==> config.mk <==
export PLATFORM = sky130hd
export DESIGN_NAME = regfile_mp
export DESIGN_NICKNAME = d
export VERILOG_FILES = /design/src/rtl/regfile_mp.sv
export SDC_FILE = /design/constraint.sdc
export NUM_CORES = 1
export LEC_CHECK = 0
export CORE_MARGIN = 5
export CORE_UTILIZATION = 55
export CTS_BUF_LIST = sky130_fd_sc_hd__clkbuf_4 sky130_fd_sc_hd__clkbuf_8
export CTS_CLUSTER_SIZE = 40
export DETAILED_ROUTE_END_ITERATION = 10
export PLACE_DENSITY = 0.75
export SETUP_SLACK_MARGIN = 0.02
export SLEW_MARGIN = 20
export SYNTH_ARGS = -nofsm -noshare
export SYNTH_HDL_FRONTEND = slang
export SYNTH_SLANG_ARGS = --single-unit
export TNS_END_PERCENT = 100
==> constraint.sdc <==
create_clock -name clk -period 8.58 [get_ports clk]
set_input_delay 1.716 -clock clk [delete_from_list [all_inputs] [get_ports clk]]
set_output_delay 1.716 -clock clk [all_outputs]
set_load 0.005 [all_outputs]
==> src/rtl/regfile_mp.sv <==
// rtl/regfile_mp.sv - multi-read-port register file with post-reset clear sequencer and write-to-read bypass.
// Optional per-entry even parity with sticky error flag when RF_PARITY_EN is defined.
module regfile_mp #(
    parameter int WIDTH    = 32,
    parameter int DEPTH    = 32,
    parameter int NUM_READ = 2,
    localparam int AW      = $clog2(DEPTH)
) (
    input  logic                      clk,
    input  logic                      rst_n,
    input  logic                      we,
    input  logic [AW-1:0]             waddr,
    input  logic [WIDTH-1:0]          wdata,
    input  logic [NUM_READ*AW-1:0]    raddr,
    output logic [NUM_READ*WIDTH-1:0] rdata,
    output logic                      ready,
    output logic                      parity_err
);

    typedef enum logic {
        ST_CLEAR = 1'b0,
        ST_READY = 1'b1
    } state_e;

    state_e                    state_q, state_d;
    logic [AW-1:0]             clr_ptr_q, clr_ptr_d;
    logic                      ready_q, ready_d;
    logic [NUM_READ*WIDTH-1:0] rdata_q, rdata_d;
    logic [WIDTH-1:0]          rf_q [DEPTH];

    logic                      mem_we;
    logic [AW-1:0]             mem_waddr;
    logic [WIDTH-1:0]          mem_wdata;
    logic [AW-1:0]             ra;

`ifdef RF_PARITY_EN
    logic                      rf_par_q [DEPTH];
    logic                      parity_err_q, parity_err_d;
`endif

    always_comb begin
        state_d   = state_q;
        clr_ptr_d = clr_ptr_q;
        ready_d   = ready_q;
        rdata_d   = '0;
        mem_we    = 1'b0;
        mem_waddr = waddr;
        mem_wdata = wdata;
        ra        = '0;
`ifdef RF_PARITY_EN
        parity_err_d = parity_err_q;
`endif
        if (state_q == ST_CLEAR) begin
            // Entry 0 is never stored; reads of address 0 are forced to zero instead.
            mem_we    = 1'b1;
            mem_waddr = clr_ptr_q;
            mem_wdata = '0;
            clr_ptr_d = clr_ptr_q + AW'(1);
            if (clr_ptr_q == AW'(DEPTH - 1)) begin
                state_d = ST_READY;
                ready_d = 1'b1;
            end
        end else begin
            mem_we = we && (waddr != '0);
            for (int i = 0; i < NUM_READ; i++) begin
                ra = raddr[i*AW +: AW];
                if (ra == '0) begin
                    rdata_d[i*WIDTH +: WIDTH] = '0;
                end else if (mem_we && (waddr == ra)) begin
                    rdata_d[i*WIDTH +: WIDTH] = wdata;
                end else begin
                    rdata_d[i*WIDTH +: WIDTH] = rf_q[ra];
`ifdef RF_PARITY_EN
                    if ((^rf_q[ra]) != rf_par_q[ra]) begin
                        parity_err_d = 1'b1;
                    end
`endif
                end
            end
        end
    end

    always_ff @(posedge clk) begin
        if (!rst_n) begin
            state_q   <= ST_CLEAR;
            clr_ptr_q <= AW'(1);
            ready_q   <= 1'b0;
            rdata_q   <= '0;
`ifdef RF_PARITY_EN
            parity_err_q <= 1'b0;
`endif
        end else begin
            state_q   <= state_d;
            clr_ptr_q <= clr_ptr_d;
            ready_q   <= ready_d;
            rdata_q   <= rdata_d;
`ifdef RF_PARITY_EN
            parity_err_q <= parity_err_d;
`endif
            if (mem_we) begin
                rf_q[mem_waddr] <= mem_wdata;
`ifdef RF_PARITY_EN
                rf_par_q[mem_waddr] <= ^mem_wdata;
`endif
            end
        end
    end

    assign rdata = rdata_q;
    assign ready = ready_q;
`ifdef RF_PARITY_EN
    assign parity_err = parity_err_q;
`else
    assign parity_err = 1'b0;
`endif

endmodule

==> results of run 1 <==
## where the power goes
group	switching [mW]	internal, mW	total, mW
logic	0.479	0.324	0.803
registers	0.0270	5.81	5.84
clock network	2.10	2.34	4.44
## final timing paths
check,cells after the start,slack [ps],end,from
hold / removal,2,550,ready,ready
hold reg to reg,2,550,ready,ready
setup reg to reg,6,4510,rdata[9],state_q
setup / recovery,7,3960,rf_q[13][0],waddr[3]
## stage by stage
step	util	setup WS (ps)	power [mW]	area, µm²
after floorplan	-	4010	6.46	49500
after global placement	0.580	3290	6.72	52100
after detailed placement	0.580	3220	6.73	52100
after CTS	0.619	4090	11.1	55500
after global routing	0.619	3930	11.4	55500
final	0.619	3960	11.1	55500
## registers in the layout, summed over array words and instances, names as in the netlist
register and flops:
rf_q 1024, rdata 64, clr_ptr_q 5, ready 1
state_q 1
## placed cells by master (no fill, tap or decap), types with 35 or more instances in the layout
cell type	n
clkbuf_4	52
mux2i_1	374
clkbuf_8	182
buf_4	59
mux4_2	330
clkdlybuf4s50_1	106
o22ai_1	79
a22oi_1	116
dfxtp_1	70
o21ai_0	35
nand2_1	84
edfxtp_1	1024
a22o_1	50
a221oi_1	49
## Yosys cell counts, drive strengths merged, types with 4 or more instances
master,n,share of area
a211oi,26,0.0039
a21oi,15,0.0015
a221oi,49,0.0087
a22o,50,0.0088
a22oi,116,0.018
a31oi,21,0.0027
and3,27,0.0034
and4,10,0.0018
buf,119,0.012
clkbuf,106,0.0080
dfxtp,71,0.029
edfxtp,1024,0.62
inv,34,0.0026
mux2i,379,0.077
mux4,330,0.15
nand2,84,0.0064
nand2b,4,0.00051
nand3,34,0.0034
nand3b,5,0.00076
nor2,54,0.0041
nor2b,11,0.0014
nor3,4,0.00040
o21ai,36,0.0036
o221ai,34,0.0060
o22ai,98,0.015
o32ai,11,0.0019
or3,8,0.0010
or3b,4,0.00071
or4,7,0.0011
xnor2,10,0.0018
## critical path, cell delays in order
cell and delay, ps:
clkdlybuf4s50_1 560, or4_1 140, o21ai_0 260, a21oi_1 390
nand3b_1 660, nor2_4 780, buf_4 530
## per-layer routing
metal,vias up,global-route usage,routed length (µm)
met4,2,0.135,7090
met3,505,0.0878,20100
met2,2650,0.490,70900
li1,12100,-,-
met1,16000,0.417,52700
met5,-,0,17
## cell families (layout without fill, tap and decap cells)
group                    Yosys count  in the layout
other                              1              4
flip-flops                      1095           1095
XOR/XNOR                          13             13
multiplexers                     710            710
AND/OR/NAND/NOR                  260            260
adder cells (fa/ha/maj)            2              2
buffers and inverters            260            532
AO/OA/AOI/OAI                    463            463
## final cells by class
cell class,count,area share
Sequential cell,1095,0.579
Multi-Input combinational cell,1449,0.298
Clock buffer,234,0.0521
Timing Repair Buffer,181,0.0313
Tap cell,1176,0.0265
Clock inverter,82,0.0101
Inverter,35,0.00237
Antenna cell,3,0.000135
==> out/results.tsv, run 1 <==
metric	value	unit
status	finished, final reports clean	
required	9050	ps
period_needed	4620	ps
fmax	0.216	GHz
synth-edff-count	1024	
arrival	5090	ps
synth-simple-area-share	0.0260	
cts_buffers	171	
synthFlopType	edfxtp_1	
synth.net_count	2856	
clockBufferDepth	3	
grt_max_degree	113	
die_x	310	µm
chipHeight	310	µm
ys_seq_area_frac	0.649	
clk_pin_slew	70	ps
register_area	32200	µm²
grt_pass1_wl	216000	µm
synthMuxAreaShare	0.228	
hold_viol	0	
num_rows	110	
drc	0	
fp.coreArea	89700	µm²
firstDrtPassIters	8	
final_cells	4255	
finClkSkew	46.6	ps
htree_levels	4	
final-setup-viol-count	0	
die-area	96200	µm²
min_path_type	register to register	
slew_headroom	0.178	
place.gp.congestion	0.854	
drt-initial-drc-count	4929	
antenna_found_initial	4	
ctsHoldBuffers	0	
worstPathMaxFanout	18	
worstSetupPathType	input port to register	
p_per_area	199	nW/µm²
cts_root_buffer	clkbuf_8	
ant_nets	0	
rsz0062_at_grt	no	
syn_to_final_growth	12.1	%
hpwl	83200	µm
crit_path_start_kind	input port	
ys_seq_elements	1095	
hold_slack	545	ps
first_global_vias	31700	
cts_sinks	1095	
fillCellCount	6257	
io_pins	116	
maxCapViolations	0	
postCtsSetupBuffers	0	
synth-compound-area-share	0.0709	
cts_tree	done	
synth-async-reset-ratio	0	
insertion_delay	860	ps
cts_resized	0	
tns	0	ps
grt.overflow.total	0	
end_kind	register	
synthXorXnorAreaFrac	0.00230	
drv_slew	0	
syn_area_per_cell	17.7	µm²
synth_top_family_by_area	multiplexers	
wire_per_inst	35.4	µm
placed_cells	3936	
ir_worst_vdd	156	µV
initial_utilization	0.552	
nets	2985	
wl	151000	µm
multi_input_area	16600	µm²
syn-cell-area	49500	µm²
ys_warn_count	0	
synth_adder_area_share	0.000505	
vias	31200	
finalCritPeriodShare	0.539	
portBuffers	114	
via_per_inst	7.34	
yosysUniqueCellTypes	55	
grt_usage	0.312	
synth_cells	2804	
p_leak	18.1	nW
tightest_slew	1230	ps
final_layout_size_suffix_gt1_frac	0.250	
Note: power is estimated with default switching activity, not from simulation.
==> run 2, diff against run 1 <==
==> constraint.sdc (replaced) <==
create_clock -name clk -period 4.3 [get_ports clk]
set_input_delay 0.86 -clock clk [delete_from_list [all_inputs] [get_ports clk]]
set_output_delay 0.86 -clock clk [all_outputs]
set_load 0.005 [all_outputs]
==> run 2 against run 1 <==
First-iteration DRC count grew 5.3%. Global-route usage up 0.62 points. Total power up 100%. Core utilization is 1.3 points higher.
==> out/results.tsv, run 2 (synthesized netlist as in run 1, its figures left out) <==
metric	value	unit	change
status	finished, final reports clean		
wl	154000	µm	+2.3%
ant_nets	0		unchanged
grt.overflow.total	0		unchanged
grt_usage	0.319		+0.00625
finalCritPeriodShare	0.828		
portBuffers	114		unchanged
cts_resized	0		unchanged
chipHeight	310	µm	unchanged
grt_pass1_wl	221000	µm	+2.2%
holdPathEnd	ready		
place_area	53100	µm²	+1.9%
cts_root_buffer	clkbuf_8		
drt-initial-drc-count	5192		+5.3%
hold_start	ready		
cts_sinks	1095		unchanged
clk_pin_slew	60	ps	about the same
clockBufferDepth	3		unchanged
drv_slew	0		unchanged
rr_endpoint	rf_q[4][7]		
layout_commonest_cell	edfxtp_1		
wire_per_inst	35.5	µm	+0.18%
hpwl	95200	µm	+14%
fmax	0.281	GHz	
die_x	310	µm	unchanged
final_cell_mix	edfxtp_1 (1024), mux2i_1 (374), mux4_2 (330), clkbuf_8 (192)		
vias	32100		+2.6%
ctsHoldBuffers	0		unchanged
insertion_delay	860	ps	about the same
fp.coreArea	89700	µm²	unchanged
p_per_area	396	nW/µm²	+99%
via_per_inst	7.38		+0.54%
cts_buffers	171		unchanged
p_leak	18.8	nW	+3.4%
initial_utilization	0.552		unchanged
num_rows	110		unchanged
fin_area	56700	µm²	+2.1%
worstPathMaxFanout	25		+7
largest-register	rf_q		
postCtsSetupBuffers	0		unchanged
rsz0062_at_grt	no		
final-setup-viol-count	0		unchanged
fillCellCount	6068		-3.0%
place.gp.congestion	0.902		+5.5%
crit_path_start_kind	register		
reg2reg_from	state_q		
worstSetupPathType	register to register		
tns	0	ps	unchanged
hold_viol	0		unchanged
end_kind	register		
min_path_type	register to register		
largest_reg_flops	1024		unchanged
maxCapViolations	0		unchanged
worstRegToRegCells	5		-1
ir_worst_vdd	351	µV	+120%
die-area	96200	µm²	unchanged
tightest_slew	1170	ps	-60.3 ps
r2r_slack	740	ps	-3770 ps
cts_tree	done		
firstDrtPassIters	6		-2
final_layout_size_suffix_gt1_frac	0.273		+0.0238
antenna_found_initial	8		+4
finClkSkew	30.9	ps	-15.7 ps
grt_max_degree	62		-45%
arrival	4110	ps	-980 ps
slew_headroom	0.218		+0.0401
io_pins	116		unchanged
whs_path_depth	2		unchanged
htree_levels	4		unchanged
period_needed	3560	ps	
syn_to_final_growth	14.5	%	
drc	0		unchanged
first_global_vias	32100		+1.2%
nets	3074		+3.0%
required	4850	ps	-4200 ps
-- run 2: cell count changes in the layout (fill, tap and decap cells not counted), moves of 2 or more --
cell / delta
buf_12: +29
buf_16: +3
buf_4: +57
bufinv_16: +2
clkbuf_4: +2
clkbuf_8: +10
clkinv_1: -8
clkinv_2: -4
clkinv_8: -2
inv_12: -2
nor2b_2: +2
-- run 2: critical path: stages (launching register included) --
cell and delay (ps):
dfxtp_4 680, mux2i_2 640, nor2b_1 300, nand2_1 290, nor2_4 950, buf_4 380
-- run 2: per-layer routing --
metal,up-vias,wire length (µm),track usage
met5,-,0,0
met4,0,6970,0.136
met3,461,22100,0.0936
met2,2972,71300,0.489
met1,16300,53900,0.433
li1,12300,-,-
-- run 2: worst max-delay path by stage --
stage	startpoint	to	slack, ps
2_1_floorplan	waddr[2]	rf_q[11][0]	590
3_5_place_dp	waddr[3]	rf_q[5][17]	160
5_1_grt	state_q	rf_q[4][8]	670
4_1_cts	state_q	rf_q[5][8]	830
3_3_place_gp	waddr[3]	rf_q[4][17]	180
6_report	state_q	rf_q[4][7]	740
-- run 2: final cells by class --
| class | instances | area [µm²] | area share |
|---|---|---|---|
| Tap cell | 1176 | 1470 | 0.0259 |
| Clock buffer | 246 | 3050 | 0.0537 |
| Inverter | 35 | 131 | 0.00232 |
| Timing Repair Buffer | 270 | 2830 | 0.0499 |
| Clock inverter | 68 | 515 | 0.00909 |
| Antenna cell | 4 | 10.0 | 0.000176 |
| Sequential cell | 1095 | 32200 | 0.567 |
| Multi-Input combinational cell | 1449 | 16500 | 0.292 |
-- run 2: metrics by stage --
step | power, mW | hold slack [ps] | cells | utilization | setup slack, ps
2_1_floorplan | 12.9 | 460 | 2804 | - | 588
3_3_place_gp | 13.5 | 459 | 4017 | 0.590 | 179
3_5_place_dp | 13.5 | 460 | 4021 | 0.591 | 155
4_1_cts | 22.5 | 478 | 4335 | 0.631 | 831
5_1_grt | 23.1 | 485 | 4340 | 0.632 | 674
6_report | 22.5 | 476 | 4343 | 0.632 | 739
-- run 2: power breakdown --
group          total (mW)  internal, mW  switching, mW
combinational        1.71         0.707          0.999
clock                9.12          4.95           4.16
sequential           11.6          11.6         0.0517
